$ cat config.mk
export PLATFORM = sky130hd
export DESIGN_NAME = alu_serial_seq
export DESIGN_NICKNAME = d
export VERILOG_FILES = /design/src/rtl/alu_serial_seq.sv
export SDC_FILE = /design/constraint.sdc
export NUM_CORES = 1
export LEC_CHECK = 0
export BUFFER_PORTS_ARGS = -buffer_cell sky130_fd_sc_hd__clkbuf_2
export CAP_MARGIN = 25
export CORE_ASPECT_RATIO = 0.5
export CORE_MARGIN = 2
export CORE_UTILIZATION = 55
export CTS_CLUSTER_DIAMETER = 60
export DETAILED_ROUTE_END_ITERATION = 10
export GPL_ROUTABILITY_DRIVEN = 0
export GPL_TIMING_DRIVEN = 0
export PLACE_DENSITY = 0.86
export SYNTH_ARGS = -nofsm -noshare
export SYNTH_HDL_FRONTEND = slang
export SYNTH_SLANG_ARGS = --single-unit
$ cat constraint.sdc
create_clock -name clk_i -period 1.9 [get_ports clk_i]
set_input_delay 0.19 -clock clk_i [delete_from_list [all_inputs] [get_ports clk_i]]
set_output_delay 0.19 -clock clk_i [all_outputs]
set_load 0.01 [all_outputs]
$ cat src/rtl/alu_serial_seq.sv
// Bit-serial ALU sequencer.
// Latches two WIDTH-bit operands and a 4-bit control code, then runs one bit per
// clock through a single 1-bit ALU slice (invert, AND/OR/add/less-select).
// Carry is chained between cycles. The final edge patches SLT into bit 0 and
// registers the result, zero, cout and overflow. done_o then pulses for one cycle.
module alu_serial_seq #(
    parameter int WIDTH = 32
) (
    input  logic             clk_i,
    input  logic             rst_i,
    input  logic             start_i,
    input  logic [WIDTH-1:0] src1_i,
    input  logic [WIDTH-1:0] src2_i,
    input  logic [3:0]       ALU_control_i,
    output logic [WIDTH-1:0] result_o,
    output logic             zero_o,
    output logic             cout_o,
    output logic             overflow_o,
    output logic             busy_o,
    output logic             done_o
);

    localparam int CW = $clog2(WIDTH);

    typedef enum logic [1:0] {
        IDLE = 2'd0,
        RUN  = 2'd1,
        DONE = 2'd2
    } state_t;

    state_t state, state_next;

    // Working copies of the operands. They shift right so bit 0 is always the current bit.
    logic [WIDTH-1:0] a_shift;
    logic [WIDTH-1:0] b_shift;
    logic [3:0]       ctrl;
    logic             carry;
    logic [CW-1:0]    cnt;
    // Result bits gathered so far. Each new bit enters at the top.
    // The final edge combines these bits with the slice output, so the register needs only WIDTH-1 bits.
    logic [WIDTH-2:0] work;

    logic             accept;
    logic             last;

    // Outputs of the 1-bit slice for the current bit.
    logic             bit_a;
    logic             bit_b;
    logic             bit_sum;
    logic             bit_carry;
    logic             bit_res;
    logic             bit_ovf;
    logic [WIDTH-1:0] shifted;
    logic [WIDTH-1:0] final_res;

    assign last   = (state == RUN) && (cnt == CW'(WIDTH - 1));
    assign busy_o = (state == RUN);
    assign done_o = (state == DONE);

    // One ALU slice: invert the inputs, then select AND, OR, sum or less (tied 0).
    always_comb begin
        bit_a     = a_shift[0] ^ ctrl[3];
        bit_b     = b_shift[0] ^ ctrl[2];
        bit_sum   = bit_a ^ bit_b ^ carry;
        bit_carry = (bit_a & bit_b) | (bit_a & carry) | (bit_b & carry);
        bit_ovf   = (bit_a & bit_b & ~bit_sum) | (~bit_a & ~bit_b & bit_sum);
        bit_res   = 1'b0;
        case (ctrl[1:0])
            2'b00:   bit_res = bit_a & bit_b;
            2'b01:   bit_res = bit_a | bit_b;
            2'b10:   bit_res = bit_sum;
            default: bit_res = 1'b0;
        endcase
        shifted   = {bit_res, work};
        // For SLT, the set signal (MSB sum) goes into bit 0 and all other bits are 0.
        if (ctrl[1:0] == 2'b11) begin
            final_res = {{(WIDTH-1){1'b0}}, bit_sum};
        end else begin
            final_res = shifted;
        end
    end

    // State register.
    always_ff @(posedge clk_i or negedge rst_i) begin
        if (!rst_i) begin
            state <= IDLE;
        end else begin
            state <= state_next;
        end
    end

    // Next-state logic. The edge that ends DONE also acts as an IDLE sample.
    // This lets a start_i held high issue back-to-back operations every WIDTH+1 cycles.
    always_comb begin
        state_next = state;
        accept     = 1'b0;
        case (state)
            IDLE: begin
                if (start_i) begin
                    accept     = 1'b1;
                    state_next = RUN;
                end
            end
            RUN: begin
                if (last) begin
                    state_next = DONE;
                end
            end
            DONE: begin
                if (start_i) begin
                    accept     = 1'b1;
                    state_next = RUN;
                end else begin
                    state_next = IDLE;
                end
            end
            default: state_next = IDLE;
        endcase
    end

    // Datapath: capture operands, step the slice each cycle, load the outputs on the last bit.
    always_ff @(posedge clk_i or negedge rst_i) begin
        if (!rst_i) begin
            a_shift    <= '0;
            b_shift    <= '0;
            ctrl       <= '0;
            carry      <= 1'b0;
            cnt        <= '0;
            work       <= '0;
            result_o   <= '0;
            zero_o     <= 1'b0;
            cout_o     <= 1'b0;
            overflow_o <= 1'b0;
        end else if (accept) begin
            a_shift <= src1_i;
            b_shift <= src2_i;
            ctrl    <= ALU_control_i;
            carry   <= ALU_control_i[2];
            cnt     <= '0;
        end else if (state == RUN) begin
            a_shift <= a_shift >> 1;
            b_shift <= b_shift >> 1;
            carry   <= bit_carry;
            cnt     <= cnt + CW'(1);
            work    <= shifted[WIDTH-1:1];
            if (last) begin
                result_o   <= final_res;
                zero_o     <= (final_res == '0);
                // cout and overflow are meaningful only for the adder-based ops (add, SLT).
                cout_o     <= ctrl[1] & bit_carry;
                overflow_o <= ctrl[1] & bit_ovf;
            end
        end
    end

endmodule
==> flow_metrics.py, run 1 <==
metrics = {
    "outcome": {
        "run_status": "finished, final reports clean",
    },
    "detailed_routing": {
        "detail_route.vias_per_cell": 5.35,
        "antenna_left": 0,
        "wl_per_cell_um": 14.5,
        "drt_iter0_markers": 358,
        "postRouteWirelength_mm": 14.2,
        "drc_violation_count_after_routing": 0,
        "detailedRoute.firstPassIterationCount": 5,
        "route.vias.total": 5256,
    },
    "sta": {
        "worstMarginPinSlew_ps": 464,
        "setup_violations": 0,
        "final.period_utilization_pct": 98.5,
        "clock_skew_ps": 7.55,
        "timing.final.crit_period_ps": 1870,
        "maxSlewHeadroom_pct": 69.1,
        "rsz0062_at_grt": "true",
        "timing.final.hold_violations": 0,
        "slew_viol_final": 0,
        "achievable-frequency_ghz": 0.534,
    },
    "global_route": {
        "groute.usage.overall_pct": 25.3,
        "grt_pass1_vias": 5094,
        "globalRoute.totalOverflow": 0,
        "antenna_found_initial": 0,
        "grt_max_degree": 87,
        "grt_pass1_wl_mm": 24.1,
    },
    "power": {
        "p_sw_mw": 4.53,
        "seq_power_share_pct": 40.3,
        "power.density_mw_per_mm2": 1700,
        "share_comb_of_total_power_pct": 32.0,
        "internal_power_mw": 8.27,
        "power.static_leakage_nw": 3.83,
        "share_of_total_power_in_the_clock_network_pct": 27.7,
        "p_sw_share_pct": 35.4,
        "irDropWorstVdd_v": 0.000806,
    },
    "logic_synthesis": {
        "synth_enable_flop_cells": 0,
        "synth_seq_area_share_pct": 58.5,
        "synth_area_leaders": "sky130_fd_sc_hd__dfrtp_1, sky130_fd_sc_hd__nand2_1, sky130_fd_sc_hd__a31oi_1",
        "postSynthCellCount": 691,
        "syn_area_per_cell_um2": 8.79,
        "synthArstFlopShare_pct": 100,
        "ys_warn_count": 0,
        "yosys.area.top_type_share_pct": 58.5,
        "synth_cell_types": 32,
        "synth.largest_area_cell": "sky130_fd_sc_hd__dfrtp_1",
        "synth_top_flop_cell": "sky130_fd_sc_hd__dfrtp_1",
        "synth_area_mm2": 0.00607,
        "synth_nets": 767,
        "ys_seq_elements": 142,
    },
    "worst_setup_path": {
        "critPathArrivalTime_ps": 2170,
        "required_ps": 2200,
        "criticalPathCategory": "reg2reg",
        "critical_path.endpoint_type": "register",
        "critical-path-top-delay-family": "adder cells",
        "start_kind": "register",
        "critPathMaxStageDelay_ps": 630,
        "highest_delay_cell_along_the_critical_path": "sky130_fd_sc_hd__fa_2",
        "timing.critical_path.fanout_max": 4,
        "worst-path-buf-inv": 1,
        "crit_path_cell_trace": "xnor2_2 > inv_2 > fa_2 > or2_0 > a21oi_1 > a32o_1",
    },
    "finish": {
        "seqCellArea_mm2": 0.00355,
        "layout.cell_area.non_filler_mm2": 0.00755,
        "final_nets": 900,
        "fillCellCount": 821,
        "area_growth_synth_to_finish_pct": 24.3,
        "finish.utilization_pct": 69.4,
        "drive_gt1_share_pct": 22.0,
        "antenna-diode-count": 0,
        "multi_input_area_mm2": 0.00227,
    },
    "floorplanning": {
        "boundaryPins": 108,
        "fp.dieArea_mm2": 0.0120,
        "chipWidth_um": 153,
        "start_util_pct": 55.8,
        "design.core.area_mm2": 0.0109,
        "floorplan.rows": 27,
        "die_y_um": 78.3,
    },
    "clock_network": {
        "tritoncts": "done",
        "clkLatencyLatePin_ps": 410,
        "cts_root_buf": "sky130_fd_sc_hd__clkbuf_16",
        "cts-htree-levels": 4,
        "clkSinkCount": 142,
        "clk_pin_slew_ps": 60,
        "clockBufferDepth": 2,
        "tritoncts.num_buffers": 17,
    },
    "placed_design": {
        "buffer_ports.inserted": 107,
        "post_dp_cell_area_mm2": 0.00683,
        "hpwl_mm": 9.34,
    },
    "min_path": {
        "hold_path_class": "in2reg",
    },
    "run": {
        "maxCapViolations": 0,
    },
}
path summary, 6_finish.rpt:
| check | from | to | slack [ps] | depth (start not counted) |
|---|---|---|---|---|
| min | ALU_control_i[0] | ctrl[0] | 6 | 3 |
| max reg2reg | a_shift[0] | zero_o | 30 | 6 |
| min in group asynchronous | rst_i | a_shift[27] | 300 | 2 |
| max | a_shift[0] | zero_o | 30 | 6 |
| min reg2reg | result_o[24] | result_o[24] | 480 | 2 |
| max in group asynchronous | rst_i | result_o[19] | 850 | 3 |
placed cells by master, fill, tap and decap left out, types with 2 or more instances in the layout:
master | netlist | final
sky130_fd_sc_hd__a21oi_1 | 2 | 2
sky130_fd_sc_hd__a22o_1 | 4 | 4
sky130_fd_sc_hd__a22oi_1 | 4 | 4
sky130_fd_sc_hd__a31oi_1 | 57 | 56
sky130_fd_sc_hd__buf_2 | 24 | 23
sky130_fd_sc_hd__buf_4 | 7 | 8
sky130_fd_sc_hd__buf_6 | 3 | 3
sky130_fd_sc_hd__bufinv_16 | 0 | 4
sky130_fd_sc_hd__clkbuf_1 | 12 | 10
sky130_fd_sc_hd__clkbuf_16 | 0 | 17
sky130_fd_sc_hd__clkbuf_2 | 0 | 110
sky130_fd_sc_hd__clkbuf_8 | 0 | 4
sky130_fd_sc_hd__clkinv_2 | 0 | 3
sky130_fd_sc_hd__clkinv_4 | 0 | 2
sky130_fd_sc_hd__dfrtp_1 | 142 | 142
sky130_fd_sc_hd__dlygate4sd3_1 | 0 | 6
sky130_fd_sc_hd__ha_1 | 4 | 4
sky130_fd_sc_hd__inv_1 | 4 | 3
sky130_fd_sc_hd__mux2i_1 | 2 | 2
sky130_fd_sc_hd__nand2_1 | 292 | 292
sky130_fd_sc_hd__nand2b_1 | 2 | 2
sky130_fd_sc_hd__nand3_1 | 2 | 2
sky130_fd_sc_hd__nand4_1 | 2 | 2
sky130_fd_sc_hd__nor2_1 | 65 | 65
sky130_fd_sc_hd__nor2b_1 | 2 | 2
sky130_fd_sc_hd__nor4_1 | 7 | 7
sky130_fd_sc_hd__o21ai_0 | 39 | 39
sky130_fd_sc_hd__o22ai_1 | 3 | 3
layout make-up:
cell class,count,share of cell area (%)
buffer,45,3.33
clock buffer,22,6.28
clock inverter,10,2.12
inverter,5,0.315
multi-input combinational,498,30.0
sequential,142,47.0
tap,145,2.40
timing repair buffer,115,8.46
per-layer routing:
layer | GRT usage, % | vias up | part of all wire, %
met5 | 0 | - | 0
met4 | 11.1 | 0 | 2.0
met3 | 4.25 | 33 | 4.2
met2 | 40.7 | 172 | 49
met1 | 34.5 | 2520 | 45
li1 | - | 2531 | -
logic make-up (layout without fill, tap and decap cells):
family / count (synthesis) / count (layout) / synth area share, %
muxes: 2 / 2 / 0.330
DFF: 142 / 142 / 58.5
xor gates and xnor gates: 3 / 3 / 0.433
AOI/OAI and AO/OA: 111 / 111 / 10.9
adders and majority gates: 5 / 5 / 1.15
and+or+nand+nor: 377 / 377 / 24.1
buffers and inverters: 51 / 197 / 4.53
sequential cells by signal, indices dropped and copies added, names as in the netlist:
name,flops
carry,1
work,31
zero_o,1
state,2
a_shift,32
cout_o,1
ctrl,4
b_shift,32
result_o,32
cnt,5
overflow_o,1
metrics by stage:
step / total power, mW / TNS [ps] / std cells / hold slack, ps / setup slack, ps
finish: 12.8 / 0 / 982 / 5.95 / 29.0
global route: 13.7 / -20.5 / 982 / 1.58 / -13.4
CTS: 12.8 / 0 / 981 / 1.71 / 25.4
detailed placement: 9.12 / -97.6 / 944 / 195 / -44.7
global placement: 8.88 / -227150 / 943 / 389 / -1610
floorplan: 7.85 / 0 / 691 / -106 / 164
tightest hold or removal path, stage by stage:
cell,delay (ps)
sky130_fd_sc_hd__clkbuf_2,80
sky130_fd_sc_hd__nand2_1,40
sky130_fd_sc_hd__o21ai_0,70
power groups by stage:
stage | Sequential [mW] | Combinational [mW] | Clock, mW
floorplan | 5.04 | 2.81 | 0
global placement | 5.10 | 3.77 | 0
detailed placement | 5.15 | 3.96 | 0
CTS | 5.14 | 4.07 | 3.60
global route | 5.33 | 4.67 | 3.74
finish | 5.17 | 4.09 | 3.55
cell usage after synthesis (3+ instances only):
master                     instances
sky130_fd_sc_hd__a22o_1            4
sky130_fd_sc_hd__a22oi_1           4
sky130_fd_sc_hd__a31oi_1          57
sky130_fd_sc_hd__buf_2            24
sky130_fd_sc_hd__buf_4             7
sky130_fd_sc_hd__buf_6             3
sky130_fd_sc_hd__clkbuf_1         12
sky130_fd_sc_hd__dfrtp_1         142
sky130_fd_sc_hd__ha_1              4
sky130_fd_sc_hd__inv_1             4
sky130_fd_sc_hd__nand2_1         292
sky130_fd_sc_hd__nor2_1           65
sky130_fd_sc_hd__nor4_1            7
sky130_fd_sc_hd__o21ai_0          39
sky130_fd_sc_hd__o22ai_1           3
what timing repair did:
item | 4_1_cts | 5_1_grt
buffers inserted | 0 | 1
pin swaps | 0 | 3
endpoints found under the setup margin | 7 | 19
hold endpoints to repair | 61 | 0
gates resized for setup | 4 | 8
hold buffers | 6 | 0
Note: power is estimated with default switching activity, not from simulation.
==> run 2: changes to the inputs <==
Settings changed: ABC_AREA set to 1.
==> run 2 against run 1 <==
  * Die area grew 1.2%
  * Via count rose by 0.82%
  * Largest power group unchanged
  * Sequential share of layout area down 0.48 points
  * Critical endpoint unchanged
==> flow_metrics.py, run 2 <==
metrics = {
    "placed_design": {
        "post_dp_cell_area_mm2": 0.00690,
        "hpwl_mm": 10.0,
        "buffer_ports.inserted": 107,
        "place_worst_setup_slack_ps": -21.1,
        "dp_cells": 944,
    },
    "logic_synthesis": {
        "ys_seq_elements": 142,
        "ys_warn_count": 0,
        "synth.top_cells.by_count": "sky130_fd_sc_hd__nand2_1, sky130_fd_sc_hd__dfrtp_1, sky130_fd_sc_hd__o21ai_0",
        "synth_area_mm2": 0.00615,
        "synth_seq_area_share_pct": 57.8,
        "synthArstFlopShare_pct": 100,
        "synth_nets": 767,
        "synth_area_leaders": "sky130_fd_sc_hd__dfrtp_1, sky130_fd_sc_hd__o21ai_0, sky130_fd_sc_hd__nand2_1",
        "syn_area_per_cell_um2": 8.90,
        "synth_enable_flop_cells": 0,
        "postSynthCellCount": 691,
        "synthMostInstantiatedCell": "sky130_fd_sc_hd__nand2_1",
        "synth_cell_types": 30,
        "synth_top_flop_cell": "sky130_fd_sc_hd__dfrtp_1",
        "yosys.area.top_type_share_pct": 57.8,
        "synth.largest_area_cell": "sky130_fd_sc_hd__dfrtp_1",
    },
    "finish": {
        "post_layout_nonfiller_instances": 986,
        "antenna-diode-count": 0,
        "area_growth_synth_to_finish_pct": 24.1,
        "final_nets": 905,
        "layout.cell_area.non_filler_mm2": 0.00763,
        "mostFrequentLayoutCell": "sky130_fd_sc_hd__nand2_1",
        "top_regs": "a_shift (32), b_shift (32), result_o (32)",
        "drive_gt1_share_pct": 21.9,
        "most-common-layout-cells": "sky130_fd_sc_hd__nand2_1, sky130_fd_sc_hd__dfrtp_1, sky130_fd_sc_hd__o21ai_0, sky130_fd_sc_hd__clkbuf_2, sky130_fd_sc_hd__inv_1",
    },
    "power": {
        "share_comb_of_total_power_pct": 35.0,
        "p_sw_mw": 4.55,
        "p_sw_share_pct": 36.7,
        "irDropWorstVdd_v": 0.000692,
        "power.density_mw_per_mm2": 1620,
        "power.static_leakage_nw": 3.73,
        "p_total_mw": 12.4,
        "seq_power_share_pct": 37.8,
        "internal_power_mw": 7.84,
        "share_of_total_power_in_the_clock_network_pct": 27.2,
    },
    "sta": {
        "maxSlewHeadroom_pct": 62.5,
        "rsz0062_at_grt": "true",
        "clock_skew_ps": 8.62,
        "slew_viol_final": 0,
        "worstMarginPinSlew_ps": 563,
        "setup_violations": 0,
        "final.period_utilization_pct": 99.6,
        "timing.final.hold_violations": 0,
        "achievable-frequency_ghz": 0.528,
        "worst_hold_slack_ps": 8.48,
        "timing.final.ws_setup_ps": 7.75,
        "timing.final.crit_period_ps": 1890,
    },
    "floorplanning": {
        "fp.dieArea_mm2": 0.0121,
        "chipWidth_um": 154,
        "design.core.area_mm2": 0.0109,
        "die_y_um": 78.8,
        "boundaryPins": 108,
        "start_util_pct": 56.2,
        "floorplan.rows": 27,
    },
    "worst_setup_path": {
        "timing.critical_path.fanout_max": 4,
        "reg2regPathDepth": 10,
        "start_kind": "register",
        "critPathArrivalTime_ps": 2200,
        "criticalPathCategory": "reg2reg",
        "critical_path.endpoint_type": "register",
        "required_ps": 2200,
    },
    "run": {
        "maxCapViolations": 0,
    },
    "detailed_routing": {
        "route.vias.total": 5299,
        "wl_per_cell_um": 15.3,
        "postRouteWirelength_mm": 15.0,
        "drt_iter0_markers": 405,
        "drc_violation_count_after_routing": 0,
        "detailedRoute.firstPassIterationCount": 5,
        "antenna_left": 0,
        "detail_route.vias_per_cell": 5.37,
    },
    "global_route": {
        "antenna_found_initial": 0,
        "grt_pass1_vias": 5137,
        "globalRoute.totalOverflow": 0,
        "grt_pass1_wl_mm": 24.6,
        "grt_max_degree": 75,
        "groute.usage.overall_pct": 25.8,
    },
    "clock_network": {
        "clkSinkCount": 142,
        "clkLatencyLatePin_ps": 410,
        "cts-htree-levels": 4,
        "cts_root_buf": "sky130_fd_sc_hd__clkbuf_16",
        "clockBufferDepth": 2,
        "tritoncts": "done",
        "tritoncts.num_buffers": 17,
        "clk_pin_slew_ps": 60,
    },
    "min_path": {
        "hold_path_depth": 3,
        "hold_path_class": "in2reg",
    },
    "outcome": {
        "run_status": "finished, final reports clean",
    },
}
## run 2: cell types whose count changed in the layout (fill, tap and decap cells not counted), moves of 8 or more
cell,previous run,this run
sky130_fd_sc_hd__nand2_1,292,144
sky130_fd_sc_hd__o21ai_0,39,126
sky130_fd_sc_hd__inv_1,3,60
sky130_fd_sc_hd__a31oi_1,56,0
sky130_fd_sc_hd__o21ai_1,0,47
sky130_fd_sc_hd__a21oi_1,2,33
sky130_fd_sc_hd__nor2_1,65,43
sky130_fd_sc_hd__o31ai_1,0,16
sky130_fd_sc_hd__buf_2,23,15
## run 2: final timing paths
| path | end | slack, ps | startpoint |
|---|---|---|---|
| worst max register to register | zero_o | 8 | b_shift[0] |
| worst min register to register | result_o[19] | 480 | result_o[19] |
| worst min-delay path | a_shift[25] | 8 | src1_i[25] |
| worst max-delay path | zero_o | 8 | b_shift[0] |
| min in group asynchronous | b_shift[23] | 340 | rst_i |
| max in group asynchronous | b_shift[9] | 820 | rst_i |
## run 2: metal layers
layer,track usage (%),up-vias,share of wire (%)
li1,-,2556,-
met1,34.9,2546,45
met2,42.2,170,48
met3,5.13,27,5.4
met4,9.54,0,1.9
met5,0,-,0
## run 2: cell families after synthesis
group	Yosys count	share of synthesized area, %
adders and majority gates	5	1.14
buffers and inverters	106	7.32
DFF	142	57.8
and+or+nand+nor	201	13.2
xor gates and xnor gates	2	0.285
AOI/OAI and AO/OA	235	20.3
## run 2: what timing repair did
| item | in CTS | in global routing |
|---|---|---|
| hold buffers | 8 | 0 |
| pin swaps | 0 | 2 |
| cloned | 0 | 0 |
| endpoints found under the setup margin | 2 | 13 |
| hold endpoints to repair | 75 | 0 |
| gates resized for setup | 4 | 5 |
| buffers inserted | 0 | 3 |
## run 2: power groups by stage
stage / sequential (mW) / combinational (mW) / clock (mW)
6_report: 4.68 / 4.34 / 3.37
4_1_cts: 4.67 / 4.18 / 3.40
2_1_floorplan: 4.57 / 2.96 / 0
5_1_grt: 4.79 / 4.92 / 3.54
3_5_place_dp: 4.70 / 4.05 / 0
3_3_place_gp: 4.64 / 3.85 / 0
## run 2: critical path, stage by stage (launching register included)
cell and delay (ps):
sky130_fd_sc_hd__dfrtp_1 410, sky130_fd_sc_hd__xnor2_2 230, sky130_fd_sc_hd__inv_1 120, sky130_fd_sc_hd__fa_2 580, sky130_fd_sc_hd__nand3_1 110, sky130_fd_sc_hd__nand2_2 100, sky130_fd_sc_hd__nor2_1 40, sky130_fd_sc_hd__nand2_1 50
sky130_fd_sc_hd__nor2_1 30, sky130_fd_sc_hd__nand2_1 70, sky130_fd_sc_hd__nand2_1 50
## run 2: stage by stage
stage / TNS (ps) / utilization, %
floorplan: 0 / -
global placement: -228550 / 62.7
detailed placement: -21.1 / 63.1
CTS: 0 / 69.4
global route: -56.5 / 69.7
finish: 0 / 69.7
## run 2: layout make-up
type | instances | area [um2]
Sequential cell | 142 | 3550
Fill cell | 863 | 3310
Multi-Input combinational cell | 443 | 2170
Timing Repair Buffer | 119 | 674
Clock buffer | 20 | 457
Inverter | 64 | 243
Buffer | 42 | 214
Tap cell | 145 | 181
Clock inverter | 11 | 141
==> run 3: changes to the inputs <==
Settings changed: MAX_ROUTING_LAYER set to met4.
==> run 3 against run 2 <==
  * Setup slack got worse by 1.9 ps
  * Register-to-register slack about the same
  * Global-route usage increased by 0.75 points
  * Die area unchanged
  * Wire length increased by 0.17%
  * Sequential power about the same
  * Sequential share of layout area unchanged
  * Highest routed layer unchanged
  * First-iteration DRC count increased by 12%
  * Clock power about the same
  * Fmax about the same
  * Combinational power about the same
  * Power about the same
  * Critical path type unchanged
==> flow_metrics.py, run 3 (synthesized netlist as in run 2, its figures left out) <==
metrics = {
    "finish": {
        "most-common-layout-cells": "sky130_fd_sc_hd__nand2_1, sky130_fd_sc_hd__dfrtp_1, sky130_fd_sc_hd__o21ai_0, sky130_fd_sc_hd__clkbuf_2, sky130_fd_sc_hd__inv_1",
        "top_regs": "a_shift (32), b_shift (32), result_o (32)",
        "final_nets": 905,
        "area_growth_synth_to_finish_pct": 24.1,
        "mostFrequentLayoutCell": "sky130_fd_sc_hd__nand2_1",
        "post_layout_nonfiller_instances": 986,
        "drive_gt1_share_pct": 21.9,
        "antenna-diode-count": 0,
        "layout.cell_area.non_filler_mm2": 0.00763,
    },
    "sta": {
        "maxSlewHeadroom_pct": 62.4,
        "timing.final.crit_period_ps": 1890,
        "timing.final.hold_violations": 0,
        "setup_violations": 0,
        "clock_skew_ps": 8.90,
        "achievable-frequency_ghz": 0.528,
        "timing.final.ws_setup_ps": 5.85,
        "rsz0062_at_grt": "true",
        "worst_hold_slack_ps": 4.45,
        "worstMarginPinSlew_ps": 564,
        "final.period_utilization_pct": 99.7,
        "slew_viol_final": 0,
    },
    "power": {
        "internal_power_mw": 7.83,
        "share_of_total_power_in_the_clock_network_pct": 27.3,
        "share_comb_of_total_power_pct": 35.0,
        "p_total_mw": 12.4,
        "irDropWorstVdd_v": 0.000690,
        "p_sw_mw": 4.55,
        "power.static_leakage_nw": 3.73,
        "seq_power_share_pct": 37.7,
        "p_sw_share_pct": 36.8,
        "power.density_mw_per_mm2": 1620,
    },
    "placed_design": {
        "place_worst_setup_slack_ps": -21.1,
        "hpwl_mm": 10.0,
        "buffer_ports.inserted": 107,
        "post_dp_cell_area_mm2": 0.00690,
        "dp_cells": 944,
    },
    "worst_setup_path": {
        "criticalPathCategory": "reg2reg",
        "critical_path.endpoint_type": "register",
        "required_ps": 2210,
        "reg2regPathDepth": 10,
        "regToRegEndpoint": "zero_o",
        "critPathArrivalTime_ps": 2200,
        "regToRegStartpoint": "b_shift[0]",
        "start_kind": "register",
        "timing.critical_path.fanout_max": 4,
        "rrSetupSlack_ps": 6,
    },
    "run": {
        "maxCapViolations": 0,
    },
    "min_path": {
        "hold_path_depth": 3,
        "hold_path_class": "in2reg",
        "worst_hold_path.endpoint": "a_shift[23]",
        "hold_start": "src1_i[23]",
    },
    "global_route": {
        "grt.met2_usage_pct": 42.0,
        "groute.usage.overall_pct": 26.6,
        "global_route.peak_usage_layer": "met2",
        "met3_usage_grt_pct": 4.86,
        "globalRoute.totalOverflow": 0,
        "grt_pass1_wl_mm": 24.6,
        "grt_max_degree": 75,
        "grt_pass1_vias": 5147,
        "antenna_found_initial": 0,
        "grt_util_met1_pct": 35.2,
    },
    "floorplanning": {
        "design.core.area_mm2": 0.0109,
        "boundaryPins": 108,
        "die_y_um": 78.8,
        "floorplan.rows": 27,
        "chipWidth_um": 154,
        "start_util_pct": 56.2,
        "fp.dieArea_mm2": 0.0121,
    },
    "detailed_routing": {
        "drc_violation_count_after_routing": 0,
        "antenna_left": 0,
        "route.vias.total": 5312,
        "wl_per_cell_um": 15.3,
        "postRouteWirelength_mm": 15.1,
        "detail_route.vias_per_cell": 5.39,
        "detailedRoute.firstPassIterationCount": 6,
        "drt_iter0_markers": 455,
    },
    "outcome": {
        "run_status": "finished, final reports clean",
    },
    "clock_network": {
        "clk_pin_slew_ps": 60,
        "tritoncts": "done",
        "clockBufferDepth": 2,
        "clkSinkCount": 142,
        "tritoncts.num_buffers": 17,
        "clkLatencyLatePin_ps": 420,
        "cts_root_buf": "sky130_fd_sc_hd__clkbuf_16",
        "cts-htree-levels": 4,
    },
}
[run 3: cell count changes in the layout (fill, tap and decap cells not counted)]
| cell | before | now |
|---|---|---|
| sky130_fd_sc_hd__buf_1 | 2 | 3 |
| sky130_fd_sc_hd__clkbuf_1 | 15 | 14 |
[run 3: worst max-delay path by stage]
stage          cells after the start  slack, ps  startpoint            to
3_5_place_dp                      10        -20     ctrl[2]        zero_o
6_report                          10          6  b_shift[0]        zero_o
2_1_floorplan                      9        190     ctrl[3]        zero_o
5_1_grt                           10        -50     ctrl[2]        zero_o
4_1_cts                           10         30     ctrl[2]        zero_o
3_3_place_gp                       1      -1620       rst_i  result_o[25]
[run 3: per-stage QoR]
step,util [%],TNS [ps]
2_1_floorplan,-,0
3_3_place_gp,62.7,-228550
3_5_place_dp,63.1,-21.1
4_1_cts,69.4,0
5_1_grt,69.7,-86.4
6_report,69.7,0
[run 3: critical path, stage by stage (launching register included)]
cell and delay, ps:
sky130_fd_sc_hd__dfrtp_1 410, sky130_fd_sc_hd__xnor2_2 230, sky130_fd_sc_hd__inv_1 120, sky130_fd_sc_hd__fa_2 580
sky130_fd_sc_hd__nand3_1 110, sky130_fd_sc_hd__nand2_2 90, sky130_fd_sc_hd__nor2_1 40, sky130_fd_sc_hd__nand2_1 50
sky130_fd_sc_hd__nor2_1 40, sky130_fd_sc_hd__nand2_1 70, sky130_fd_sc_hd__nand2_1 50
[run 3: metal layers]
metal,part of all wire (%),vias up
met1,45,2544
met3,5.6,28
li1,-,2558
met2,48,182
met4,2.0,0
met5,0,-
[run 3: timing repair]
action                     4_1_cts  5_1_grt
hold endpoints to repair        75        0
hold buffers                     8        0
gates resized for setup          4        6
buffers inserted                 0        3
pin swaps                        0        2
setup endpoints to repair        2       15
[run 3: area by class of cell]
class	count	area [um2]
inverters	64	243
well taps	145	181
flip-flops and latches	142	3550
clock buffers	20	457
clock inverters	11	141
multi-input cells	443	2170
repair buffers	119	674
fillers	863	3310
plain buffers	42	214
[run 3: power by group through the flow]
stage          logic, mW  clock network, mW  registers (mW)
6_report            4.33               3.38            4.67
5_1_grt             4.92               3.54            4.79
4_1_cts             4.18               3.40            4.67
3_5_place_dp        4.05                  0            4.70
3_3_place_gp        3.85                  0            4.64
2_1_floorplan       2.96                  0            4.57
